File: config.mk
export PLATFORM = sky130hd
export DESIGN_NAME = d_store_split
export DESIGN_NICKNAME = d
export VERILOG_FILES = /design/src/rtl/d_store_split_pkg.sv /design/src/rtl/d_store_split_align.sv /design/src/rtl/d_store_split.sv
export SDC_FILE = /design/constraint.sdc
export NUM_CORES = 1
export LEC_CHECK = 0
export BUFFER_PORTS_ARGS = -buffer_cell sky130_fd_sc_hd__buf_2
export CAP_MARGIN = 25
export CELL_PAD_IN_SITES_DETAIL_PLACEMENT = 1
export CELL_PAD_IN_SITES_GLOBAL_PLACEMENT = 1
export CORE_MARGIN = 2
export CORE_UTILIZATION = 40
export DETAILED_ROUTE_END_ITERATION = 8
export GPL_ROUTABILITY_DRIVEN = 0
export PLACE_DENSITY_LB_ADDON = 0.1
export SYNTH_ARGS = -nofsm -noshare
export SYNTH_HDL_FRONTEND = slang
export SYNTH_HIERARCHICAL = 1
export SYNTH_SLANG_ARGS = --single-unit
export TNS_END_PERCENT = 5
File: constraint.sdc
create_clock -name clk -period 2.6 [get_ports clk]
set_input_delay 0.39 -clock clk [delete_from_list [all_inputs] [get_ports clk]]
set_output_delay 0.39 -clock clk [all_outputs]
set_load 0.005 [all_outputs]
File: src/rtl/d_store_split_pkg.sv
// Shared data-cache store definitions: opcodes, size encodings, FSM states and
// line-geometry helpers used by the store split path.
package d_store_split_pkg;

  typedef enum logic [2:0] {
    OP_NOOP  = 3'd0,
    OP_LD    = 3'd1,
    OP_ST    = 3'd2,
    OP_RD    = 3'd3,
    OP_WR    = 3'd4,
    OP_INV   = 3'd5,
    OP_UPD   = 3'd6,
    OP_WR_LD = 3'd7
  } op_e;

  typedef enum logic [1:0] {
    SZ_BYTE    = 2'd0,
    SZ_HALF    = 2'd1,
    SZ_ILLEGAL = 2'd2,
    SZ_WORD    = 2'd3
  } size_e;

  typedef enum logic [1:0] {
    S_IDLE,
    S_ISSUE,
    S_WAIT,
    S_DONE
  } state_e;

  // Offset field width; the bank select bit sits directly above it.
  function automatic int unsigned off_bits(input int unsigned cl_size);
    return $clog2(cl_size / 8);
  endfunction

  function automatic logic [3:0] size_mask(input logic [1:0] size);
    case (size)
      SZ_BYTE: return 4'b0001;
      SZ_HALF: return 4'b0011;
      SZ_WORD: return 4'b1111;
      default: return 4'b0000;
    endcase
  endfunction

  function automatic logic legal_store(input logic [2:0] op, input logic [1:0] size);
    return (op == OP_ST) && (size != SZ_ILLEGAL);
  endfunction

endpackage

File: src/rtl/d_store_split_align.sv
// Combinational store aligner: positions data and byte mask across a two-line
// window starting at the request's line, and reports the bank of the low line.
module d_store_align
  import d_store_split_pkg::*;
#(
  parameter int unsigned CL_SIZE = 128
) (
  input  logic [off_bits(CL_SIZE):0] addr,
  input  logic [31:0]                data,
  input  logic [1:0]                 size,
  output logic [CL_SIZE-1:0]         lo_data,
  output logic [CL_SIZE-1:0]         hi_data,
  output logic [CL_SIZE/8-1:0]       lo_mask,
  output logic [CL_SIZE/8-1:0]       hi_mask,
  output logic                       split,
  output logic                       lo_bank
);

  localparam int unsigned OFF_W = off_bits(CL_SIZE);
  localparam int unsigned MW    = CL_SIZE / 8;

  logic [OFF_W-1:0]     off;
  logic [2*CL_SIZE-1:0] full_data;
  logic [2*MW-1:0]      full_mask;

  always_comb begin
    off       = addr[OFF_W-1:0];
    full_data = {{(2*CL_SIZE-32){1'b0}}, data} << {off, 3'b000};
    full_mask = {{(2*MW-4){1'b0}}, size_mask(size)} << off;
    lo_data   = full_data[CL_SIZE-1:0];
    hi_data   = full_data[2*CL_SIZE-1:CL_SIZE];
    lo_mask   = full_mask[MW-1:0];
    hi_mask   = full_mask[2*MW-1:MW];
    split     = |full_mask[2*MW-1:MW];
    lo_bank   = addr[OFF_W];
  end

endmodule

File: src/rtl/d_store_split.sv
// Store split path: aligns one ST into even/odd bank line writes, tracks
// per-bank handshake and ack, and reports a single completion.
module d_store_split
  import d_store_split_pkg::*;
#(
  parameter int unsigned CL_SIZE      = 128,
  parameter int unsigned OOO_TAG_SIZE = 10
) (
  input  logic                    clk,
  input  logic                    rst,
  input  logic                    req_valid,
  output logic                    req_ready,
  input  logic [31:0]             req_addr,
  input  logic [31:0]             req_data,
  input  logic [1:0]              req_size,
  input  logic [2:0]              req_op,
  input  logic [OOO_TAG_SIZE-1:0] req_tag,
  output logic                    wr_valid_e,
  output logic                    wr_valid_o,
  input  logic                    wr_ready_e,
  input  logic                    wr_ready_o,
  output logic [31:0]             wr_addr_e,
  output logic [31:0]             wr_addr_o,
  output logic [CL_SIZE-1:0]      wr_data_e,
  output logic [CL_SIZE-1:0]      wr_data_o,
  output logic [CL_SIZE/8-1:0]    wr_mask_e,
  output logic [CL_SIZE/8-1:0]    wr_mask_o,
  output logic [OOO_TAG_SIZE-1:0] wr_tag_e,
  output logic [OOO_TAG_SIZE-1:0] wr_tag_o,
  input  logic                    ack_e,
  input  logic                    ack_o,
  output logic                    done_valid,
  output logic [OOO_TAG_SIZE-1:0] done_tag,
  output logic                    done_split,
  output logic                    done_err
);

  localparam int unsigned OFF_W = off_bits(CL_SIZE);
  localparam int unsigned MW    = CL_SIZE / 8;

  state_e                  state;
  logic                    need_e, need_o, acc_e, acc_o, ackd_e, ackd_o, split_q;
  logic [OOO_TAG_SIZE-1:0] tag_q;

  logic [CL_SIZE-1:0] lo_data, hi_data, e_data, o_data;
  logic [MW-1:0]      lo_mask, hi_mask, e_mask, o_mask;
  logic               split, lo_bank, need_e_in, need_o_in, legal;
  logic [31:0]        lo_addr, hi_addr, e_addr, o_addr;
  logic               hs_e, hs_o, acc_e_n, acc_o_n, ackd_e_n, ackd_o_n;
  logic               in_flight, all_acc, all_ack;

  d_store_align #(.CL_SIZE(CL_SIZE)) u_align (
    .addr    (req_addr[OFF_W:0]),
    .data    (req_data),
    .size    (req_size),
    .lo_data (lo_data),
    .hi_data (hi_data),
    .lo_mask (lo_mask),
    .hi_mask (hi_mask),
    .split   (split),
    .lo_bank (lo_bank)
  );

  // Low line lands in bank addr[OFF_W]; the spill line goes to the other bank.
  always_comb begin
    legal     = legal_store(req_op, req_size);
    lo_addr   = {req_addr[31:OFF_W], {OFF_W{1'b0}}};
    hi_addr   = lo_addr + 32'(MW);
    need_e_in = !lo_bank || split;
    need_o_in = lo_bank || split;
    e_addr    = need_e_in ? (lo_bank ? hi_addr : lo_addr) : '0;
    o_addr    = need_o_in ? (lo_bank ? lo_addr : hi_addr) : '0;
    e_data    = need_e_in ? (lo_bank ? hi_data : lo_data) : '0;
    o_data    = need_o_in ? (lo_bank ? lo_data : hi_data) : '0;
    e_mask    = need_e_in ? (lo_bank ? hi_mask : lo_mask) : '0;
    o_mask    = need_o_in ? (lo_bank ? lo_mask : hi_mask) : '0;
  end

  // Acks count only for needed banks already (or just now) accepted.
  always_comb begin
    in_flight = (state == S_ISSUE) || (state == S_WAIT);
    hs_e      = wr_valid_e && wr_ready_e;
    hs_o      = wr_valid_o && wr_ready_o;
    acc_e_n   = acc_e || hs_e;
    acc_o_n   = acc_o || hs_o;
    ackd_e_n  = ackd_e || (in_flight && need_e && acc_e_n && ack_e);
    ackd_o_n  = ackd_o || (in_flight && need_o && acc_o_n && ack_o);
    all_acc   = (acc_e_n || !need_e) && (acc_o_n || !need_o);
    all_ack   = (ackd_e_n || !need_e) && (ackd_o_n || !need_o);
  end

  always_ff @(posedge clk or negedge rst) begin
    if (!rst) begin
      state      <= S_IDLE;
      req_ready  <= 1'b0;
      need_e     <= 1'b0;
      need_o     <= 1'b0;
      acc_e      <= 1'b0;
      acc_o      <= 1'b0;
      ackd_e     <= 1'b0;
      ackd_o     <= 1'b0;
      split_q    <= 1'b0;
      tag_q      <= '0;
      wr_valid_e <= 1'b0;
      wr_valid_o <= 1'b0;
      wr_addr_e  <= '0;
      wr_addr_o  <= '0;
      wr_data_e  <= '0;
      wr_data_o  <= '0;
      wr_mask_e  <= '0;
      wr_mask_o  <= '0;
      wr_tag_e   <= '0;
      wr_tag_o   <= '0;
      done_valid <= 1'b0;
      done_tag   <= '0;
      done_split <= 1'b0;
      done_err   <= 1'b0;
    end else begin
      acc_e  <= acc_e_n;
      acc_o  <= acc_o_n;
      ackd_e <= ackd_e_n;
      ackd_o <= ackd_o_n;
      if (hs_e) wr_valid_e <= 1'b0;
      if (hs_o) wr_valid_o <= 1'b0;
      case (state)
        S_IDLE: begin
          req_ready <= 1'b1;
          if (req_valid && req_ready) begin
            req_ready <= 1'b0;
            tag_q     <= req_tag;
            acc_e     <= 1'b0;
            acc_o     <= 1'b0;
            ackd_e    <= 1'b0;
            ackd_o    <= 1'b0;
            if (!legal) begin
              state      <= S_DONE;
              need_e     <= 1'b0;
              need_o     <= 1'b0;
              split_q    <= 1'b0;
              done_valid <= 1'b1;
              done_tag   <= req_tag;
              done_split <= 1'b0;
              done_err   <= 1'b1;
            end else begin
              state      <= S_ISSUE;
              need_e     <= need_e_in;
              need_o     <= need_o_in;
              split_q    <= split;
              wr_valid_e <= need_e_in;
              wr_valid_o <= need_o_in;
              wr_addr_e  <= e_addr;
              wr_addr_o  <= o_addr;
              wr_data_e  <= e_data;
              wr_data_o  <= o_data;
              wr_mask_e  <= e_mask;
              wr_mask_o  <= o_mask;
              wr_tag_e   <= need_e_in ? req_tag : '0;
              wr_tag_o   <= need_o_in ? req_tag : '0;
            end
          end
        end
        S_ISSUE: begin
          if (all_acc) state <= S_WAIT;
        end
        S_WAIT: begin
          if (all_ack) begin
            state      <= S_DONE;
            done_valid <= 1'b1;
            done_tag   <= tag_q;
            done_split <= split_q;
            done_err   <= 1'b0;
          end
        end
        S_DONE: begin
          state      <= S_IDLE;
          req_ready  <= 1'b1;
          done_valid <= 1'b0;
          done_tag   <= '0;
          done_split <= 1'b0;
          done_err   <= 1'b0;
          wr_addr_e  <= '0;
          wr_addr_o  <= '0;
          wr_data_e  <= '0;
          wr_data_o  <= '0;
          wr_mask_e  <= '0;
          wr_mask_o  <= '0;
          wr_tag_e   <= '0;
          wr_tag_o   <= '0;
        end
        default: state <= S_IDLE;
      endcase
    end
  end

endmodule

==> results.md, run 1 <==
- Status: completed
- M1 wire length: 35.4 mm
- Critical Path RT: 3.08 ns
- Fmax: 0.415 GHz
- Drc violations: 0
- Placement Cell Area: 0.0252 mm²
- Fin crit period: 2.41 ns
- Die Footprint: 0.0573 mm²
- Slew HR: 37.5%
- CTS H-Tree Depth: 2
- Detailed Route WL: 85.0 mm
- Launch point of the critical path: state[0]$_DFFE_PN0P_
- CTS Buf Count: 47
- Largest cells by area after synthesis: dfrtp_1 (45%), mux2i_1 (14%), o21ai_0 (8.1%)
- Hold_ws: 0.0554 ns
- TNS Setup: 0 ns
- Critical path depth: 8
- Largest net degree at the start of global routing: 88
- Setup Skew: 0.0192 ns
- Final Setup Violations: 0
- Avg Cell Area, Syn: 9.21 µm²
- Wire length on met2: 40.7 mm
- Die H: 239 µm
- First-pass GRT wire length: 128 mm
- Post-synth EDFFs: 0
- Yosys cell types: 71
- Yosys reg bits: 399
- RR Endpoint: wr_data_e[83]$_DFFE_PN0P_
- Nature of the critical path startpoint: register
- Slew @ Worst Pin: 0.934 ns
- Synth-to-layout area growth: 21.0%
- Clk slew on worst S/H paths: 0.06 ns
- Primary FF master, synth: dfrtp_1
- DP HPWL: 62.6 mm
- Setup crit end kind: register
- Post-Syn Instances: 2406
- Period utilisation layout: 92.6%
- Clk Latency, worst-skew pair: 0.59 ns
- Unrepaired setup endpoints after global routing: no
- Static leakage: 13.6 nW
- Fin. max-slew vios: 0
- Fin nets: 2929
- Core Area: 0.0550 mm²
- CTS root buf: clkbuf_16
- Initial antenna violation count: 20
- Port buffer count: 465
- Synth warnings: 6
- Total track usage: 29.4%
- Worst reg2reg setup slack: 0.19 ns
- Crit Path Max Fanout: 82
- Number of global-route vias before repair: 20500
- Initial Util: 40.3%
- Hold Path Cell Cnt: 2
- # fillers: 6491
- Async set-reset flop share out of synthesis: 100%
- Top-area cell type share of the netlist area: 45.0%
- HP Class: in2reg
- CP Capture Point: wr_data_e[83]$_DFFE_PN0P_
- Die width: 239 µm
- Worst R2R Path Depth: 8
- DRT iter0 DRCs: 1238
- Setup ws final: 0.192 ns
- TritonCTS clock tree: built
- PD cells: 1080 mW/mm²
- Setup CP Type: reg2reg
- Detailed-route via count: 19600
- Seq/Total Area, Yosys: 45.0%
- Pre-antenna DRT Iters: 5
- Max clock buf depth: 3
- Finished Cell Area: 0.0268 mm²
- Max Cap Viol: 0
- Arrival time at the worst endpoint: 2.89 ns
- Worst VDD drop: 0.915 mV
- Slowest CP cell: dfrtp_1
- Hold Fails Final Rpt: 0
- I/O Pins: 474
- DR vias/cell: 5.41
- Post-Syn Area: 0.0222 mm²
- Met3 wire len: 5.61 mm
- Antenna Nets Post-Route: 0
- Routed len/inst: 23.4 µm
- CTS Sinks: 399
- Crit-path cells: inv_1 > ha_4 > and4b_1 > a31oi_4 > buf_12 > buf_16 > nand2_1 > o21ai_0
- Synth area leader: dfrtp_1
- Pre-CTS setup slack: 0.0770 ns
- Worst R2R Start: state[0]$_DFFE_PN0P_
- GRT overflow: 0
- Slowest stage delay, CP: 0.41 ns
- FP Rows: 86
- Critical path buffer and inverter count: 3
- Layout cell share with drive strength beyond 1: 24.1%
- CP delay by family, top: buffers and inverters
- Highest metal used: met5
## cell usage after synthesis (21+ instances only)
cell type	count
buf_4	133
nand2_1	455
nor2_1	113
clkbuf_1	110
dfrtp_1	399
o21ai_0	360
buf_2	47
and2_1	21
nand4_1	27
mux2_2	24
xnor2_1	23
mux2i_1	309
nand3_1	44
a21oi_1	26
a22o_1	21
## worst min-delay path by stage
stage	startpoint	slack (ns)	endpoint
final	req_valid	0.06	req_ready$_DFFE_PN0P_
after global routing	req_valid	0.06	req_ready$_DFFE_PN0P_
after CTS	req_valid	0.01	req_ready$_DFFE_PN0P_
after detailed placement	rst	0.42	wr_tag_e[7]$_DFFE_PN0P_
after global placement	rst	0.41	wr_mask_e[4]$_DFFE_PN0P_
after floorplan	rst	0.09	acc_e$_DFF_PN0_
## flip-flops by register name, summed over array words and instances (netlist names), 16 cells and up
| register | cells |
|---|---|
| wr_mask_e | 16 |
| wr_addr_o | 28 |
| wr_data_o | 128 |
| wr_data_e | 128 |
| wr_mask_o | 16 |
| wr_addr_e | 28 |
## routing by layer
metal  track usage [%]  vias up
met1              37.2     9907
met2              48.6      562
met5                 0        -
met3              7.16      164
li1                  -     8998
met4              10.9       16
## metrics by stage
step | total power (W) | util (%) | std cells
after CTS | 0.0291 | 48.7 | 3619
after global placement | 0.0219 | 45.9 | 3535
after detailed placement | 0.0223 | 45.9 | 3535
after global routing | 0.0308 | 48.8 | 3626
after floorplan | 0.0161 | - | 2529
final | 0.0289 | 48.8 | 3631
## report_power, final
part	switching (W)	total (W)	internal (W)	leakage [nW]
sequential	0.00146	0.0102	0.00873	5.37
clock	0.00277	0.00667	0.00390	0.763
combinational	0.00773	0.0120	0.00429	7.49
## final cells by class
class | instances | area [µm²] | area share, %
Tap cell | 748 | 936 | 3.49
Inverter | 13 | 48.8 | 0.182
Clock buffer | 70 | 1390 | 5.19
Timing Repair Buffer | 571 | 3430 | 12.8
Antenna cell | 12 | 30.0 | 0.112
Sequential cell | 399 | 9980 | 37.2
Clock inverter | 13 | 149 | 0.555
Multi-Input combinational cell | 1805 | 10900 | 40.5
## logic make-up after synthesis
family	after synthesis	share of synthesized area [%]
muxes	336	15.4
xor gates and xnor gates	27	1.07
and+or+nand+nor	800	16.6
AOI/OAI and AO/OA	510	13.3
DFF	399	45.0
other	2	0.0339
adders and majority gates	7	0.389
buffers and inverters	325	8.26
## repair_timing
| item | CTS | global route |
|---|---|---|
| resized for setup | 0 | 2 |
| hold endpoints to repair | 53 | 0 |
| endpoints found under the setup margin | 0 | 46 |
| setup buffers | 0 | 0 |
| hold buffers | 1 | 0 |
## cells in the final DEF (no fill, tap or decap), drive strengths merged, types with 23 or more instances in the layout
| master | count |
|---|---|
| a21oi | 26 |
| buf | 570 |
| clkbuf | 70 |
| conb | 125 |
| dfrtp | 399 |
| mux2 | 27 |
| mux2i | 309 |
| nand2 | 455 |
| nand3 | 44 |
| nand4 | 28 |
| nor2 | 113 |
| nor4 | 23 |
| o21ai | 360 |
| xnor2 | 23 |
No activity file was read; power rests on OpenSTA's default activity.
==> run 2: changes to the inputs <==
==> constraint.sdc (replaced) <==
create_clock -name clk -period 2.6 [get_ports clk]
set_input_delay 0.26 -clock clk [delete_from_list [all_inputs] [get_ports clk]]
set_output_delay 0.26 -clock clk [all_outputs]
set_load 0.005 [all_outputs]
==> run 2 against run 1 <==
  * Cell count grew 0.11%
  * Combinational power is essentially flat
  * Clock skew shrank 0.012 ns
  * Hold slack lost 0.011 ns
  * Clock power grew 6.9%
  * Via count shrank 0.13%
  * Largest power group unchanged
==> results.md, run 2 (same netlist as run 1, synthesis figures left out) <==
- Number of global-route vias before repair: 20100 (was 20500)
- Detailed-route via count: 19600 (about the same)
- Core Area: 0.0550 mm² (unchanged)
- Detailed Route WL: 84.7 mm (was 85.0 mm)
- Max clock buf depth: 3 (unchanged)
- DR vias/cell: 5.40 (was 5.41)
- Most common cell after layout, fill and taps aside: buf_2 (unchanged)
- TritonCTS clock tree: built (unchanged)
- TNS Setup: 0 ns (unchanged)
- Antenna Nets Post-Route: 0 (unchanged)
- Slowest stage delay, CP: 0.40 ns (was 0.41 ns)
- CTS root buf: clkbuf_16 (unchanged)
- Fin nets: 2931 (was 2929)
- Fmax: 0.417 GHz (was 0.415 GHz)
- Most used cell, CP: buf_12
- Setup crit end kind: register (unchanged)
- Setup CP Type: reg2reg (unchanged)
- DRT iter0 DRCs: 1177 (was 1238)
- Clk Latency, worst-skew pair: 0.60 ns (was 0.59 ns)
- Die Footprint: 0.0573 mm² (unchanged)
- First-pass GRT wire length: 126 mm (was 128 mm)
- Static leakage: 13.7 nW (was 13.6 nW)
- Worst VDD drop: 0.744 mV (was 0.915 mV)
- Die width: 239 µm (unchanged)
- CTS H-Tree Depth: 2 (unchanged)
- Drc violations: 0 (unchanged)
- Critical path buffer and inverter count: 3 (unchanged)
- GRT overflow: 0 (unchanged)
- CP delay by family, top: buffers and inverters (unchanged)
- Non-filler instance count after layout: 3635 (was 3631)
- Critical Path RT: 3.11 ns (was 3.08 ns)
- Initial antenna violation count: 14 (was 20)
- CTS resizes: 0 (unchanged)
- Fin crit period: 2.40 ns (was 2.41 ns)
- DP HPWL: 62.5 mm (was 62.6 mm)
- Synth-to-layout area growth: 21.9% (was 21.0%)
- CTS Buf Count: 47 (unchanged)
- Slew @ Worst Pin: 1.09 ns (was 0.934 ns)
- Largest net degree at the start of global routing: 139 (was 88)
- PD cells: 1100 mW/mm² (was 1080 mW/mm²)
- Crit Path Max Fanout: 51 (was 82)
- Setup Skew: 0.00733 ns (was 0.0192 ns)
- Crit-path cells: inv_1 > ha_1 > and4b_1 > a31oi_4 > buf_12 > buf_12 > nand2_1 > o21ai_0 (was inv_1 > ha_4 > and4b_1 > a31oi_4 > buf_12 > buf_16 > nand2_1 > o21ai_0)
- Initial Util: 40.3% (unchanged)
- Slew HR: 27.5% (was 37.5%)
- Max Cap Viol: 0 (unchanged)
- Worst reg2reg setup slack: 0.20 ns (was 0.19 ns)
- CTS Sinks: 399 (unchanged)
- Commonest cells after routing, fill and taps aside: buf_2 (463), nand2_1 (453), dfrtp_1 (399), o21ai_0 (360), mux2i_1 (309) (unchanged)
- Unrepaired setup endpoints after global routing: no (unchanged)
- Period utilisation layout: 92.1% (was 92.6%)
- Nature of the critical path startpoint: register (unchanged)
- FP Rows: 86 (unchanged)
- Pre-antenna DRT Iters: 5 (unchanged)
- Layout cell share with drive strength beyond 1: 23.8% (was 24.1%)
- Slowest CP cell: dfrtp_1 (unchanged)
- Final Setup Violations: 0 (unchanged)
- HP Class: in2reg (unchanged)
- Top Registers: wr_data_e: 128 flops, wr_data_o: 128 flops (unchanged)
- Fin. max-slew vios: 0 (unchanged)
- Total track usage: 29.1% (was 29.4%)
- Die H: 239 µm (unchanged)
- Routed len/inst: 23.3 µm (was 23.4 µm)
- I/O Pins: 474 (unchanged)
- Number of setup buffers added after CTS: 0 (unchanged)
- Clk slew on worst S/H paths: 0.06 ns (about the same)
- Port buffer count: 465 (unchanged)
- Placed Cells: 3521 (was 3535)
- Arrival time at the worst endpoint: 2.90 ns (was 2.89 ns)
- Hold Fails Final Rpt: 0 (unchanged)
- Status: completed (unchanged)
-- run 2: changes by cell type in the layout (fill, tap and decap cells not counted), moves of 2 or more --
cell           before  now
bufinv_16           2    5
clkinv_2            6   11
dlygate4sd3_1       1   17
clkinv_4            2    0
buf_12             21   27
diode_2            12   10
buf_4              83   64
clkbuf_1           10    6
-- run 2: tightest hold or removal path, delay by kind of cell --
family / cells / cell delay (ns)
buffers and inverters: 1 / 0.14
AOI/OAI and AO/OA: 1 / 0.07
xor gates and xnor gates: 1 / 0.12
-- run 2: final cells by class --
| type | instances | area [µm²] |
|---|---|---|
| Multi-Input combinational cell | 1805 | 10800 |
| Sequential cell | 399 | 9980 |
| Fill cell | 6452 | 28000 |
| Clock buffer | 68 | 1420 |
| Antenna cell | 10 | 25.0 |
| Inverter | 13 | 48.8 |
| Clock inverter | 19 | 239 |
| Tap cell | 748 | 936 |
| Timing Repair Buffer | 573 | 3540 |
-- run 2: routing by layer --
metal,vias up,global-route usage [%],share of wire (%)
met2,576,47.9,48
met1,9870,36.8,42
met5,-,0,0.061
met3,163,7.17,6.7
li1,9005,-,-
met4,8,10.9,3.6
-- run 2: path summary, 6_finish.rpt --
kind / start / endpoint / cells after the start
min in group asynchronous: rst / done_tag[6]$_DFFE_PN0P_ / 2
max in group asynchronous: rst / wr_addr_o[13]$_DFFE_PN0P_ / 3
hold / removal: req_addr[14] / wr_addr_e[14]$_DFFE_PN0P_ / 3
hold reg to reg: wr_tag_e[6]$_DFFE_PN0P_ / wr_tag_e[6]$_DFFE_PN0P_ / 2
setup reg to reg: state[0]$_DFFE_PN0P_ / wr_data_e[95]$_DFFE_PN0P_ / 8
setup / recovery: state[0]$_DFFE_PN0P_ / wr_data_e[95]$_DFFE_PN0P_ / 8
-- run 2: timing repair --
item | 4_1_cts | 5_1_grt
setup endpoints to repair | 0 | 0
hold buffers | 17 | 0
hold endpoints to repair | 96 | 0
-- run 2: where the power goes --
group	switching (W)	internal, W	leakage, nW
Sequential	0.00149	0.00873	5.37
Combinational	0.00778	0.00453	7.51
Clock	0.00285	0.00428	0.829
Total	0.0121	0.0175	13.7
-- run 2: stage by stage --
| step | hold slack, ns | setup WS, ns | total power (W) | util [%] | area, µm² |
|---|---|---|---|---|---|
| global placement | 0.324 | 0.291 | 0.0223 | 45.8 | 25200 |
| floorplan | -0.0356 | 0.279 | 0.0161 | - | 22600 |
| detailed placement | 0.337 | 0.228 | 0.0226 | 45.8 | 25200 |
| global route | 0.0415 | 0.0241 | 0.0315 | 49.1 | 27000 |
| CTS | 0.00816 | 0.193 | 0.0299 | 49.1 | 27000 |
| finish | 0.0440 | 0.204 | 0.0297 | 49.2 | 27000 |
==> run 3: changes to the inputs <==
Settings changed: ABC_AREA set to 1.
==> run 3 against run 2 <==
  * Clock power decreased by 7.4%
  * Largest power group unchanged
  * Worst setup slack improved by 0.047 ns
  * Utilization decreased by 1.7 points
  * Non-clock buffer count decreased by 45
  * Cell area decreased by 1.1%
  * Critical endpoint is now wr_data_e[122]$_DFFE_PN0P_
  * Clock skew increased by 0.017 ns
  * Highest routed layer unchanged
  * Cell count increased by 18%
  * Via count increased by 15%
==> results.md, run 3 <==
- Status: completed (unchanged)
- Critical Path RT: 3.03 ns (was 3.11 ns)
- GRT overflow: 0 (unchanged)
- Fin crit period: 2.35 ns (was 2.40 ns)
- Initial antenna violation count: 23 (was 14)
- Max Cap Viol: 0 (unchanged)
- Number of global-route vias before repair: 23000 (was 20100)
- Die H: 242 µm (was 239 µm)
- Core Area: 0.0563 mm² (was 0.0550 mm²)
- Post-synth EDFFs: 0 (unchanged)
- Slew HR: 21.2% (was 27.5%)
- I/O Pins: 474 (unchanged)
- Antenna Nets Post-Route: 0 (unchanged)
- # fillers: 7359 (was 6452)
- Crit Path Max Fanout: 128 (was 51)
- Die Footprint: 0.0586 mm² (was 0.0573 mm²)
- Synth-to-layout area growth: 17.8% (was 21.9%)
- Slew @ Worst Pin: 1.18 ns (was 1.09 ns)
- CTS resizes: 0 (unchanged)
- Number of setup buffers added after CTS: 0 (unchanged)
- HP Class: in2reg (unchanged)
- Multi-input gate area: 0.0104 mm² (was 0.0108 mm²)
- Async set-reset flop share out of synthesis: 100% (unchanged)
- Top-area cell type share of the netlist area: 44.0% (was 45.0%)
- Primary FF master, synth: dfrtp_1 (unchanged)
- Avg Cell Area, Syn: 7.28 µm² (was 9.21 µm²)
- Port buffer count: 465 (unchanged)
- Drc violations: 0 (unchanged)
- Arrival time at the worst endpoint: 2.78 ns (was 2.90 ns)
- Total track usage: 30.5% (was 29.1%)
- DR vias/cell: 5.29 (was 5.40)
- Clk slew on worst S/H paths: 0.06 ns (about the same)
- DRT iter0 DRCs: 1353 (was 1177)
- Worst VDD drop: 0.871 mV (was 0.744 mV)
- Nature of the critical path startpoint: register (unchanged)
- Detailed Route WL: 91.2 mm (was 84.7 mm)
- Fin. max-slew vios: 0 (unchanged)
- CTS Buf Count: 48 (was 47)
- Setup crit end kind: register (unchanged)
- Fin nets: 3568 (was 2931)
- Placement Cell Area: 0.0251 mm² (was 0.0252 mm²)
- Yosys reg bits: 399 (unchanged)
- Setup Skew: 0.0241 ns (was 0.00733 ns)
- Hold Fails Final Rpt: 0 (unchanged)
- Clk Latency, worst-skew pair: 0.60 ns (about the same)
- Initial Util: 40.3% (about the same)
- Largest net degree at the start of global routing: 231 (was 139)
- Synth warnings: 6 (unchanged)
- Placed Cells: 4169 (was 3521)
- Die width: 242 µm (was 239 µm)
- DP HPWL: 65.6 mm (was 62.5 mm)
- First-pass GRT wire length: 140 mm (was 126 mm)
- Post-Syn Area: 0.0227 mm² (was 0.0222 mm²)
- Static leakage: 13.6 nW (was 13.7 nW)
- Most common cell after layout, fill and taps aside: nand2_1 (was buf_2)
- Setup ws final: 0.252 ns (was 0.204 ns)
- TritonCTS clock tree: built (unchanged)
- Routed len/inst: 21.3 µm (was 23.3 µm)
- CTS H-Tree Depth: 2 (unchanged)
- FP Rows: 87 (was 86)
- Max clock buf depth: 3 (unchanged)
- Period utilisation layout: 90.3% (was 92.1%)
- Pre-CTS setup slack: 0.227 ns (was 0.228 ns)
- Pre-antenna DRT Iters: 5 (unchanged)
- Commonest cells after routing, fill and taps aside: nand2_1 (1006), buf_2 (462), dfrtp_1 (399), o21ai_0 (334), o21ai_1 (261) (was buf_2 (463), nand2_1 (453), dfrtp_1 (399), o21ai_0 (360), mux2i_1 (309))
- Layout cell share with drive strength beyond 1: 17.6% (was 23.8%)
- Yosys cell types: 40 (was 71)
- TNS Setup: 0 ns (unchanged)
- Largest cells by area after synthesis: dfrtp_1 (44%), nand2_1 (17%), o21ai_0 (7.4%) (was dfrtp_1 (45%), mux2i_1 (14%), o21ai_0 (8.1%))
- Non-filler instance count after layout: 4273 (was 3635)
- Detailed-route via count: 22600 (was 19600)
- Setup CP Type: reg2reg (unchanged)
- PD cells: 988 mW/mm² (was 1100 mW/mm²)
- Top Registers: wr_data_e: 128 flops, wr_data_o: 128 flops (unchanged)
- Register Area: 0.00998 mm² (unchanged)
- Top-count cell post-synth: nand2_1 (unchanged)
- Finished Cell Area: 0.0267 mm² (was 0.0270 mm²)
- Post-Syn Instances: 3115 (was 2406)
- CTS Sinks: 399 (unchanged)
- Seq/Total Area, Yosys: 44.0% (was 45.0%)
- Most instantiated cells after synthesis: nand2_1 (1006), dfrtp_1 (399), o21ai_0 (334) (was nand2_1 (455), dfrtp_1 (399), o21ai_0 (360))
- Synth area leader: dfrtp_1 (unchanged)
- Fmax: 0.426 GHz (was 0.417 GHz)
- Unrepaired setup endpoints after global routing: no (unchanged)
- Hold Buf Count CTS: 13 (was 17)
- CTS root buf: clkbuf_16 (unchanged)
- Final Setup Violations: 0 (unchanged)
-- run 3: logic make-up (layout without fill, tap and decap cells) --
| group | after synthesis | in the layout | synth area share [%] |
|---|---|---|---|
| adders and majority gates | 6 | 6 | 0.331 |
| and+or+nand+nor | 1411 | 1411 | 25.4 |
| AOI/OAI and AO/OA | 707 | 707 | 15.7 |
| other | 2 | 137 | 0.0331 |
| xor gates and xnor gates | 10 | 10 | 0.386 |
| muxes | 46 | 46 | 2.03 |
| DFF | 399 | 399 | 44.0 |
| buffers and inverters | 534 | 801 | 12.1 |
-- run 3: where the power goes --
part           switching, W  internal [W]  leakage, nW
Clock               0.00278       0.00382        0.735
Combinational       0.00717       0.00338         7.58
Sequential          0.00113       0.00810         5.31
Total                0.0111        0.0153         13.6
-- run 3: cell type report --
type | count | share of cell area (%)
clock buffers | 66 | 5.09
repair buffers | 528 | 11.6
diodes | 12 | 0.112
flip-flops and latches | 399 | 37.4
inverters | 194 | 2.77
clock inverters | 13 | 0.482
multi-input cells | 2305 | 39.1
well taps | 756 | 3.54
-- run 3: layer usage --
layer / vias to the layer above / share of wire [%] / global-route usage, %
met2: 554 / 49 / 53.2
li1: 10600 / - / -
met3: 154 / 5.4 / 5.49
met4: 24 / 3.4 / 10.2
met1: 11300 / 42 / 38.2
met5: - / 0.15 / 0
-- run 3: worst max-delay path, cell delays in order, from the launching register on --
cell,delay [ns]
dfrtp_1,0.43
inv_1,0.11
ha_1,0.23
inv_1,0.10
nor2_2,0.24
nor2_4,0.11
nand3_4,0.12
buf_12,0.40
o21ai_1,0.16
-- run 3: final timing paths --
kind                                         start                         end  slack [ns]  cells past startpoint
max                           state[0]$_DFFE_PN0P_  wr_data_e[122]$_DFFE_PN0P_        0.25                      8
min                                     req_tag[9]     wr_tag_e[9]$_DFFE_PN0P_        0.03                      3
max reg2reg                   state[0]$_DFFE_PN0P_  wr_data_e[122]$_DFFE_PN0P_        0.25                      8
min reg2reg                done_tag[5]$_DFFE_PN0P_     done_tag[5]$_DFFE_PN0P_        0.47                      2
max in group asynchronous                      rst     wr_tag_e[9]$_DFFE_PN0P_        1.47                      4
min in group asynchronous                      rst        tag_q[9]$_DFFE_PN0P_        0.18                      2
-- run 3: per-stage QoR --
stage               hold WS [ns]  power, W  utilization (%)
finish                    0.0262    0.0264             47.5
global route              0.0381    0.0281             47.5
CTS                     0.000869    0.0266             47.4
detailed placement         0.210    0.0199             44.6
global placement           0.205    0.0195             44.6
floorplan                -0.0356    0.0154                -
